## config.mk

```make
export PLATFORM = sky130hd
export DESIGN_NAME = jpeg_bitstream_packer
export DESIGN_NICKNAME = d
export VERILOG_FILES = /design/src/rtl/jpeg_bitstream_packer.sv
export SDC_FILE = /design/constraint.sdc
export NUM_CORES = 1
export LEC_CHECK = 0
export CORE_MARGIN = 3
export CORE_UTILIZATION = 45
export CTS_BUF_LIST = sky130_fd_sc_hd__clkbuf_4 sky130_fd_sc_hd__clkbuf_8
export CTS_CLUSTER_DIAMETER = 50
export DETAILED_ROUTE_END_ITERATION = 6
export GPL_TIMING_DRIVEN = 0
export PLACE_DENSITY = 0.73
export SLEW_MARGIN = 20
export SYNTH_ARGS = -nofsm -noshare
export SYNTH_HDL_FRONTEND = slang
export SYNTH_SLANG_ARGS = --single-unit
export TNS_END_PERCENT = 1
```

## constraint.sdc

```tcl
create_clock -name clock -period 6.1 [get_ports clock]
set_input_delay 1.22 -clock clock [delete_from_list [all_inputs] [get_ports clock]]
set_output_delay 1.22 -clock clock [all_outputs]
set_load 0.005 [all_outputs]
```

## src/rtl/jpeg_bitstream_packer.sv

```systemverilog
// Packs variable-length code fragments MSB-first into bytes, applies JPEG 0xFF->0xFF,0x00
// stuffing, pads the final partial byte with 1s on flush, and hands bytes out on valid/ready.
module jpeg_bitstream_packer #(
    parameter int FIFO_DEPTH  = 4,
    parameter int COUNT_WIDTH = 32
) (
    input  logic                   clock,
    input  logic                   reset,
    input  logic                   in_valid,
    input  logic [7:0]             in_bits,
    input  logic [3:0]             in_nbits,
    output logic                   in_ready,
    input  logic                   flush,
    output logic [7:0]             out_byte,
    output logic                   out_valid,
    input  logic                   out_ready,
    output logic                   flush_done,
    output logic [COUNT_WIDTH-1:0] byte_count
);
    localparam int PW = $clog2(FIFO_DEPTH);
    localparam logic [PW:0] FULL_CNT = (PW+1)'(FIFO_DEPTH);

    typedef enum logic [1:0] {S_RUN, S_PAD, S_DRAIN} state_t;

    state_t        state;
    logic [15:0]   acc;
    logic [3:0]    acc_cnt;
    logic [7:0]    fifo_mem [FIFO_DEPTH];
    logic [PW-1:0] wr_ptr, rd_ptr;
    logic [PW:0]   fifo_cnt;
    logic          stuff_pending;

    logic [3:0]  n_eff, pad_n, cnt_base;
    logic [15:0] in_mask, frag, pad_mask;
    logic [7:0]  ext_byte;
    logic        fifo_full, fifo_empty, extract, accept;
    logic        out_hs, take, stuff_next, pop;

    always_comb begin
        n_eff      = (in_nbits > 4'd8) ? 4'd8 : in_nbits;
        in_mask    = (16'd1 << n_eff) - 16'd1;
        frag       = {8'h00, in_bits} & in_mask;
        fifo_full  = (fifo_cnt == FULL_CNT);
        fifo_empty = (fifo_cnt == '0);
        extract    = (acc_cnt >= 4'd8) && !fifo_full;
        // Oldest valid bit sits at acc[acc_cnt-1]; take the top 8 valid bits.
        ext_byte   = 8'(acc >> (acc_cnt - 4'd8));
        cnt_base   = extract ? (acc_cnt - 4'd8) : acc_cnt;
        pad_n      = 4'd8 - acc_cnt;
        pad_mask   = (16'd1 << pad_n) - 16'd1;
        in_ready   = !reset && (state == S_RUN) && ((acc_cnt < 4'd8) || extract);
        accept     = in_valid && in_ready;
        out_hs     = out_valid && out_ready;
        take       = !out_valid || out_ready;
        stuff_next = out_hs && !stuff_pending && (out_byte == 8'hFF);
        pop        = take && !stuff_next && !fifo_empty;
    end

    // Accumulator and flush sequencing
    always_ff @(posedge clock or posedge reset) begin
        if (reset) begin
            state      <= S_RUN;
            acc        <= '0;
            acc_cnt    <= '0;
            flush_done <= 1'b0;
        end else begin
            flush_done <= 1'b0;
            acc_cnt    <= cnt_base;
            if (accept) begin
                acc     <= (acc << n_eff) | frag;
                acc_cnt <= cnt_base + n_eff;
            end
            case (state)
                S_RUN: if (flush) state <= S_PAD;
                S_PAD: begin
                    // No accept or extract can coincide here: in_ready=0 and acc_cnt<8.
                    if (acc_cnt < 4'd8) begin
                        if (acc_cnt != 4'd0) begin
                            acc     <= (acc << pad_n) | pad_mask;
                            acc_cnt <= 4'd8;
                        end
                        state <= S_DRAIN;
                    end
                end
                S_DRAIN: begin
                    if ((acc_cnt == 4'd0) && fifo_empty && !out_valid) begin
                        flush_done <= 1'b1;
                        state      <= S_RUN;
                    end
                end
                default: state <= S_RUN;
            endcase
        end
    end

    always_ff @(posedge clock) begin
        if (extract) fifo_mem[wr_ptr] <= ext_byte;
    end

    always_ff @(posedge clock or posedge reset) begin
        if (reset) begin
            wr_ptr   <= '0;
            rd_ptr   <= '0;
            fifo_cnt <= '0;
        end else begin
            if (extract) wr_ptr <= wr_ptr + PW'(1);
            if (pop)     rd_ptr <= rd_ptr + PW'(1);
            case ({extract, pop})
                2'b10:   fifo_cnt <= fifo_cnt + (PW+1)'(1);
                2'b01:   fifo_cnt <= fifo_cnt - (PW+1)'(1);
                default: fifo_cnt <= fifo_cnt;
            endcase
        end
    end

    // Output holding register; a delivered 0xFF is followed by an inserted 0x00.
    always_ff @(posedge clock or posedge reset) begin
        if (reset) begin
            out_valid     <= 1'b0;
            out_byte      <= '0;
            stuff_pending <= 1'b0;
            byte_count    <= '0;
        end else begin
            if (out_hs) byte_count <= byte_count + COUNT_WIDTH'(1);
            if (take) begin
                if (stuff_next) begin
                    out_byte      <= 8'h00;
                    stuff_pending <= 1'b1;
                    out_valid     <= 1'b1;
                end else if (!fifo_empty) begin
                    out_byte      <= fifo_mem[rd_ptr];
                    stuff_pending <= 1'b0;
                    out_valid     <= 1'b1;
                end else begin
                    stuff_pending <= 1'b0;
                    out_valid     <= 1'b0;
                end
            end
        end
    end
endmodule

```

==> impl_metrics.json <==
{
  "fin_ws_ps": 1307,
  "r2r-start": "acc_cnt[1]$_DFF_PP0_",
  "ant_nets": 0,
  "root_buffer": "clkbuf_8",
  "clk_pin_slew_ps": 110,
  "dr.pass1.iters": 6,
  "max_slew.worst_pin.slew_ps": 981.3,
  "synthToLayoutAreaGrowth_pct": 14.69,
  "seq_area_frac_synth_pct": 39.55,
  "io_buffer_count": 58,
  "ys_top_cells_by_area": "dfrtp_1 (26%), edfxtp_1 (14%), mux4_2 (11%), nand2_1 (4.0%), mux2i_1 (3.4%)",
  "ys_warn_count": 0,
  "holdWs_ps": 474.6,
  "place_ws_ps": 1791,
  "worstSetupPathType": "reg -> out",
  "htree_levels": 3,
  "period_share_pct": 78.58,
  "multi_input_area_sq_um": 3871,
  "reg2reg_depth": 12,
  "holdBufCountCts": 0,
  "drive_above_1_share_pct": 14.17,
  "cts_tree": "done",
  "rsz0062_at_grt": "no",
  "final_hold_viol_count": 0,
  "required_ps": 4880,
  "ir_drop_v": 0.0002300,
  "drc": 0,
  "grt_pass1_wl_um": 29750,
  "grt_pass1_vias": 5512,
  "final_area_sq_um": 8011,
  "slew_violations": 0,
  "drv_cap": 0,
  "cts_resized": 0,
  "synth_nets": 701,
  "place_area_sq_um": 7819,
  "final_common_cell": "nand2_1",
  "netlist.area_leader.share_pct": 25.79,
  "finalSetupViolations": 0,
  "routed_wl_um": 18300,
  "gp_congestion": 0.9751,
  "core_sq_um": 14860,
  "hpwlAfterDp_um": 13720,
  "grt_antenna_before_repair": 0,
  "nets": 771,
  "worst_r2r_endpoint": "acc[6]$_DFF_PP0_",
  "ys_ff_latch": 104,
  "outcome": "completed",
  "drtIter0Drc": 680,
  "wl_per_cell_um": 19.79,
  "hold_path.class": "reg -> reg",
  "arrival_ps": 3570,
  "place_inst": 909,
  "die_h_um": 130.6,
  "ioPinCount": 60,
  "synth_cell_types": 76,
  "startpoint_type": "flop",
  "cts.sinks": 104,
  "grt_max_degree": 46,
  "vias_per_cell": 6.236,
  "fmax_mhz": 208.6,
  "most-common-layout-cells": "nand2_1 (75), dfrtp_1 (72), clkdlybuf4s50_1 (58), mux4_2 (33), edfxtp_1 (32)",
  "min_to": "byte_count[31]$_DFFE_PP0P_",
  "async_flop_share_pct": 69.23,
  "diodes": 0,
  "dieWidth_um": 130.6,
  "numCtsBuffers": 9,
  "hold-path-cell-count": 1,
  "yosysTopAreaCell": "dfrtp_1",
  "ys.flop_type": "dfrtp_1",
  "clock_path_buffers": 2,
  "synth-edff-count": 32,
  "start_util_pct": 46.99,
  "p_per_area_nw_per_um2": 549.1,
  "slew_headroom_pct": 33.97,
  "post_cts_buffers": 0,
  "dieArea_sq_um": 17050,
  "insertion_delay_ps": 390,
  "worstHoldStart": "byte_count[31]$_DFFE_PP0P_",
  "synth_cells": 666,
  "grt_overflow": 0,
  "track_usage_pct": 22.05,
  "n_fill_cell": 1288,
  "std_cell_rows": 44,
  "final_cell_count_no_fill": 925,
  "synth.cell_area_sq_um": 6985,
  "worstSetupEndpointType": "output port",
  "fin_setup_tns_ps": 0,
  "reg2reg_setup_slack_ps": 2020,
  "seq_area_sq_um": 2763,
  "vias": 5768,
  "period_minus_slack_ps": 4793,
  "p_leak_nw": 3.102,
  "worstPathMaxFanout": 9,
  "worst_clock_skew_ps": 9.463,
  "syn-mean-instance-area_sq_um": 10.49
}
## synthesized netlist by cell type (all sizes together), types with 6 or more instances
master   n
and2     6
a22o     8
mux4    33
clkbuf  31
edfxtp  32
inv     19
xnor2   23
nand2   76
nor2    29
o211ai   8
a21oi   30
mux2    14
ha      16
o21ai   26
nand2b   7
a211oi   9
xor2    19
buf     25
nor4     6
nor2b    7
nand3   18
a31o     7
a21o     8
nor3    23
o22ai    6
dfrtp   72
mux2i   24
nand4    7
## kinds of logic (layout without fill, tap and decap cells)
group	count (synthesis)	in the layout	synth area share [%]
DFF	104	104	39.55
AOI/OAI and AO/OA	148	148	15.21
and+or+nand+nor	207	207	15.06
buffers and inverters	76	151	5.033
adders and majority gates	18	18	3.439
xor gates and xnor gates	42	42	5.373
muxes	71	71	16.34
## how the worst max path moves through the flow
stage	startpoint	endpoint	slack [ps]	cells after the start
after floorplan	acc_cnt[0]$_DFF_PP0_	acc[6]$_DFF_PP0_	2920	14
after global placement	reset	in_ready	1840	3
after detailed placement	reset	in_ready	1790	3
after CTS	acc_cnt[3]$_DFF_PP0_	in_ready	1370	7
after global routing	acc_cnt[3]$_DFF_PP0_	in_ready	1050	7
final	acc_cnt[3]$_DFF_PP0_	in_ready	1310	7
## where the power goes
part	total [mW]	internal [mW]	switching [mW]
Combinational	2.73	1.16	1.57
Clock	0.429	0.162	0.267
Sequential	1.24	1.05	0.186
Total	4.40	2.37	2.03
## worst max-delay path, cell delays in order (launching register included)
cell and delay (ps):
dfrtp_1 380, buf_2 240, inv_1 160, a31oi_1 600, inv_1 160, ha_1 230
nor4_1 750, clkdlybuf4s50_1 670
## stage by stage
stage / power [mW] / utilization, %
floorplan: 3.167 / -
global placement: 3.854 / 52.45
detailed placement: 3.924 / 52.60
CTS: 4.357 / 53.90
global route: 4.701 / 53.90
finish: 4.399 / 53.90
## final cells by class
type | count | area share, %
Buffer | 56 | 3.452
Clock buffer | 9 | 1.546
Clock inverter | 7 | 0.8590
Inverter | 20 | 0.9683
Multi-Input combinational cell | 486 | 48.32
Sequential cell | 104 | 34.48
Tap cell | 184 | 2.874
Timing Repair Buffer | 59 | 7.496
## registers in the layout, indices dropped and copies added (netlist names)
register and count:
flush_done 1, fifo_cnt 3, wr_ptr 2, out_byte 8
byte_count 32, out_valid 1, stuff_pending 1, state 2
rd_ptr 2, fifo_mem 32, acc 16, acc_cnt 4
## per-layer routing
| metal | vias up | part of all wire [%] | track usage (%) | routed length [um] |
|---|---|---|---|---|
| met1 | 2814 | 43 | 32.13 | 7944 |
| met2 | 287 | 46 | 33.62 | 8390 |
| met4 | 0 | 2.0 | 7.320 | 370 |
| met5 | - | 0 | 0 | 0 |
| met3 | 42 | 8.7 | 3.740 | 1596 |
| li1 | 2625 | - | - | - |
(Power assumes the default switching activity.)
